**src/rtl/sync_debounce.sv**
```systemverilog
// rtl/sync_debounce.sv - multi-channel synchronizer and debounce filter with edge pulses
module sync_debounce #(
    parameter int WIDTH    = 4,
    parameter int STAGES   = 2,
    parameter int DEBOUNCE = 4
) (
    input  logic             clk,
    input  logic             reset,
    input  logic [WIDTH-1:0] in,
    output logic [WIDTH-1:0] sync_out,
    output logic [WIDTH-1:0] out,
    output logic [WIDTH-1:0] rise,
    output logic [WIDTH-1:0] fall
);

    localparam int              CNT_W   = (DEBOUNCE > 1) ? $clog2(DEBOUNCE) : 1;
    localparam logic [CNT_W-1:0] CNT_MAX = CNT_W'(DEBOUNCE - 1);
    localparam logic [CNT_W-1:0] CNT_ONE = CNT_W'(1);

    logic [WIDTH-1:0] stage [STAGES];
    logic [CNT_W-1:0] cnt   [WIDTH];

    // Metastability chain: each channel is shifted through STAGES flops.
    always_ff @(posedge clk) begin
        if (!reset) begin
            for (int k = 0; k < STAGES; k++) begin
                stage[k] <= '0;
            end
        end else begin
            stage[0] <= in;
            for (int k = 1; k < STAGES; k++) begin
                stage[k] <= stage[k-1];
            end
        end
    end

    assign sync_out = stage[STAGES-1];

    // Per-channel filter: a new level is accepted only after DEBOUNCE consecutive
    // mismatching cycles; any return to the current level discards the partial count.
    always_ff @(posedge clk) begin
        if (!reset) begin
            out  <= '0;
            rise <= '0;
            fall <= '0;
            for (int i = 0; i < WIDTH; i++) begin
                cnt[i] <= '0;
            end
        end else begin
            for (int i = 0; i < WIDTH; i++) begin
                if (sync_out[i] == out[i]) begin
                    cnt[i]  <= '0;
                    rise[i] <= 1'b0;
                    fall[i] <= 1'b0;
                end else if (cnt[i] == CNT_MAX) begin
                    out[i]  <= sync_out[i];
                    cnt[i]  <= '0;
                    rise[i] <= sync_out[i];
                    fall[i] <= ~sync_out[i];
                end else begin
                    cnt[i]  <= cnt[i] + CNT_ONE;
                    rise[i] <= 1'b0;
                    fall[i] <= 1'b0;
                end
            end
        end
    end

endmodule

```
**config.mk**
```make
export PLATFORM = sky130hd
export DESIGN_NAME = sync_debounce
export DESIGN_NICKNAME = d
export VERILOG_FILES = /design/src/rtl/sync_debounce.sv
export SDC_FILE = /design/constraint.sdc
export NUM_CORES = 1
export LEC_CHECK = 0
export ABC_CLOCK_PERIOD_IN_PS = 1200
export BUFFER_PORTS_ARGS = -buffer_cell sky130_fd_sc_hd__buf_2
export CELL_PAD_IN_SITES_DETAIL_PLACEMENT = 0
export CELL_PAD_IN_SITES_GLOBAL_PLACEMENT = 1
export CORE_MARGIN = 1.5
export CORE_UTILIZATION = 35
export CTS_BUF_LIST = sky130_fd_sc_hd__clkbuf_16
export DETAILED_ROUTE_END_ITERATION = 16
export PLACE_DENSITY = 0.79
export SLEW_MARGIN = 10
export SYNTH_ARGS = -nofsm -noshare
export SYNTH_HDL_FRONTEND = slang
export SYNTH_SLANG_ARGS = --single-unit
```
**constraint.sdc**
```tcl
create_clock -name clk -period 1.2 [get_ports clk]
set_input_delay 0.06 -clock clk [delete_from_list [all_inputs] [get_ports clk]]
set_output_delay 0.06 -clock clk [all_outputs]
set_load 0.05 [all_outputs]
```
* Yosys cells after proc, flatten, opt, wreduce, memory -nomap -nowiden
Memories as Yosys holds them, arrays and structs flattened.
Index checks and enable logic that the tools add are counted.
** Storage, ports and cells
- Flip-flop bits (word level) :: 12
- Bits of input ports :: 6
- Memories :: 2
- Output and inout port bits :: 16
- RAM bits :: 16
** Cells by class
- Mux-type cells :: 60
- Reduce and logical (&&, ||, !) cells :: 8
- Equal/unequal tests :: 8
- Bitwise operators :: 27
- Add/sub/neg operators :: 4
** Memories
- cnt :: depth 4, bits a word 2, read ports 4, clocked after Yosys merged registers in 0, wr ports 4, line 21 : logic [CNT_W-1:0] cnt [WIDTH];
- stage :: depth 2, bits a word 4, read ports 2, clocked after Yosys merged registers in 0, wr ports 2, line 20 : logic [WIDTH-1:0] stage [STAGES];
** Operator list (count)
- 1-bit two-way mux :: 46
- 2-bit two-way mux :: 12
- 1-bit bitwise OR :: 14
- 1-bit NOT :: 13
- 3-bit OR reduction :: 4
- 2-bit by 1-bit adder with 2-bit output (second input constant) :: 4
- 2-bit == test (second input constant) :: 4
- 4-bit two-way mux :: 2
- 2-bit AND reduction :: 4
- 1-bit == test :: 4

* Depth between registers and ports, before layout
- Word-level depth :: 7
- Depth in mapped cells :: 3
- Gate-level depth less buffers :: 3

* Worst setup path before layout
Ideal clock, no wire load.
- Path type :: reg-to-reg
- Start point :: reg out[0]
- End point :: mem cnt[0][1] (netlist name) (data pin)
- Setup slack :: -0.152 ns
- Setup time :: 0.257 ns
- Path buffers :: 0
- Arrival :: 1.095 ns
- Stages on the path, launching flop included :: 3
- Period minus slack after synthesis :: 1.352 ns
- Required time :: 0.943 ns
- Path through :: dfxtp_1 xnor2_1 and4bb_2
** RTL lines
- start: declaration :: line 11 : output logic [WIDTH-1:0] out,
- start signal: indexed assignment :: line 56 : out[i] <= sync_out[i];
- end: declaration :: line 21

==> summary.md <==
| Metric | Value |
|---|---|
| Status | finished, final reports clean |
| Clk_lat worst skew | 0.26 ns |
| CTS tree | yes |
| First-pass GRT wire length | 2260 um |
| Die Y | 57.7 um |
| # rows | 19 |
| Main synth FF type | dfxtp_1 |
| Overflow after GRT | 0 |
| #FFs+latches synth | 28 |
| Combinational fraction of design power | 5.2% |
| CTS Sinks | 28 |
| Critical path arrival | 1.20 ns |
| Max-slew violation count | 0 |
| Library cells used by synthesis | 14 |
| Crit start category | flop |
| Clock slew at reported path FFs | 0.06 ns |
| Initial DRC count | 9 |
| RSZ-0062 raised after global routing | no |
| Number of flops mapped to enable cells by yosys | 8 |
| R2R setup slack | 0.02 ns |
| GP Congestion | 0.616 |
| Final min period | 1.18 ns |
| Max-Cap Viols | 0 |
| Maximum level of the CTS H-tree | 1 |
| Switching share of power | 18.5% |
| Wire per inst | 10.3 um |
| Port bufs | 21 |
| NumNets Final | 119 |
| Ant diodes | 0 |
| Sequential share of the synthesized area | 61.2% |
| Area share of the largest cell type after synthesis | 38.3% |
| Synthesized area | 1050 sq um |
| Setup TNS | 0 ns |
| Area leader, netlist | dfxtp_1 |
| Top-count cell post-synth | dfxtp_1 |
| Max FO, Critical Path | 2 |
| Root Driver | clkbuf_16 |
| # IOs | 22 |
| Drt drc | 0 |
| Ys async rst share | 0% |
| Fmax | 0.849 GHz |
| Post-DP HPWL | 999 um |
| Post-route antenna net violation count | 0 |
| Area Growth Syn to Fin | 28.0% |
| Clk buf depth | 2 |
| Initial Util | 37.3% |
| Maximum VDD drop | 0.781 mV |
| Core area | 2810 sq um |
| Crit Path Class | flop to flop |
| Max stage delay on crit path | 0.42 ns |
| Part of the cycle the worst path needs | 98.2% |
| DRT Wirelength | 1440 um |
| Hold WS | 0.00819 ns |
| Gate count of the mapped netlist | 79 |
| Vias in the first global route | 551 |
| Worst Skew | 0.00236 ns |
| Antenna violations before repair | 0 |
| Crit-path cells | ha_1, and4bb_2 |
| Final Hold Fails | 0 |
| Combined area of the multi-input logic cells | 414 sq um |
| Largest net degree at the start of global routing | 25 |
| Finish-stage setup viols | 0 |
| Hold crit path type | input port to flop |
| Register share of total power | 48.4% |
| Clk pwr share | 46.4% |
| DR vias/cell | 4.49 |
| Tot GR Track Use | 9.14% |
| Net load switching power | 0.388 mW |
| Chip width | 57.7 um |
| Synthesis Warnings | 0 |
| Lkg Pwr | 0.545 nW |
| Worst Path Required | 1.22 ns |
| Critical path's slowest cell | edfxtp_1 |
| Num CTS Buffers | 3 |
| Synth area leaders | dfxtp_1 (38%), edfxtp_1 (23%), nor3b_1 (5.7%), and2_1 (4.8%), and4bb_2 (4.8%) |
| Vias | 624 |
| Die Area | 3330 sq um |
| Fill cells | 265 |
| CP Capture Type | flop |
| Avg Synthesized Cell Area | 13.2 sq um |
| Post-synth top cells | dfxtp_1 (20), and2_1 (8), edfxtp_1 (8), nor3b_1 (8), buf_4 (5) |
| Int Pwr | 1.71 mW |
| Storage element area | 646 sq um |
| Layout cells sized above 1 | 35.2% |
| Post-CTS Setup Inserts | 0 |
| Power per standard cell area | 1570 nW/um^2 |
| Initial DRT Pass Iterations | 2 |
==> power by group through the flow <==
stage / registers [mW] / clock network (mW) / logic [mW]
after global routing: 1.02 / 1.03 / 0.120
after floorplan: 1.04 / 0 / 0.0771
after detailed placement: 1.04 / 0 / 0.0985
after global placement: 1.03 / 0 / 0.0961
after CTS: 1.01 / 1.00 / 0.106
final: 1.02 / 0.975 / 0.109
==> layout by cell type (no fill, tap or decap), types with 3 or more instances in the layout <==
cell and n:
nor4b_2 3, dfxtp_1 16, nor2b_1 4, buf_2 21, mux2i_1 4, conb_1 8, xnor2_1 4, edfxtp_1 8
and4bb_2 4, and2_1 8, clkbuf_16 3, dlygate4sd3_1 3, nand2_1 4, dfxtp_2 4, nor3b_1 8
==> cells by family after synthesis <==
kind of cell               after synthesis  share of synthesized area (%)
muxes                                    4                           3.83
adders and majority gates                4                           4.78
other                                    1                          0.359
DFF                                     28                           61.2
and+or+nand+nor                         32                           22.5
buffers and inverters                    6                           3.95
xor gates and xnor gates                 4                           3.35
==> path summary, 6_finish.rpt <==
kind,cells after the start,to,from
setup reg to reg,2,cnt[3][1],cnt[3][0]
setup / recovery,2,cnt[3][1],cnt[3][0]
hold / removal,2,stage[0][3],in[3]
hold reg to reg,1,stage[0][6],stage[0][2]
==> worst max-delay path: cells and delay by family (launching register included) <==
kind	cells	cell delay, ns
adders and majority gates	1	0.30
DFF	1	0.42
and+or+nand+nor	1	0.22
==> per-stage QoR <==
stage          instances  area (sq um)  power, mW  setup slack (ns)  util, %
2_1_floorplan         86          1080       1.12            0.0375        -
3_3_place_gp         132          1180       1.13            0.0698     42.1
3_5_place_dp         132          1180       1.13            0.0300     42.1
4_1_cts              139          1320       2.12            0.0140     46.9
5_1_grt              139          1340       2.17         0.0000689     47.7
6_report             139          1340       2.10            0.0216     47.7
==> routing by layer <==
metal	global-route usage, %	part of all wire, %	up-vias
li1	-	-	321
met1	10.4	47	285
met2	14.4	46	15
met3	3.35	4.8	3
met4	5.98	2.4	0
met5	0	0	-
==> repair_timing <==
action / in CTS / in global routing
endpoints found under the setup margin: 0 / 4
hold buffers: 3 / 0
gates resized for setup: 0 / 5
endpoints found under the hold margin: 3 / 0
==> sequential cells by signal, summed over array words and instances (netlist names) <==
register,count
out,4
cnt,8
fall,4
stage,8
rise,4
==> area by class of cell <==
cell class | count | area share [%]
Clock buffer | 3 | 5.61
Clock inverter | 1 | 2.24
Multi-Input combinational cell | 52 | 30.9
Sequential cell | 28 | 48.2
Tap cell | 31 | 2.90
Timing Repair Buffer | 24 | 10.1
Power figures use the tool's default switching activity.
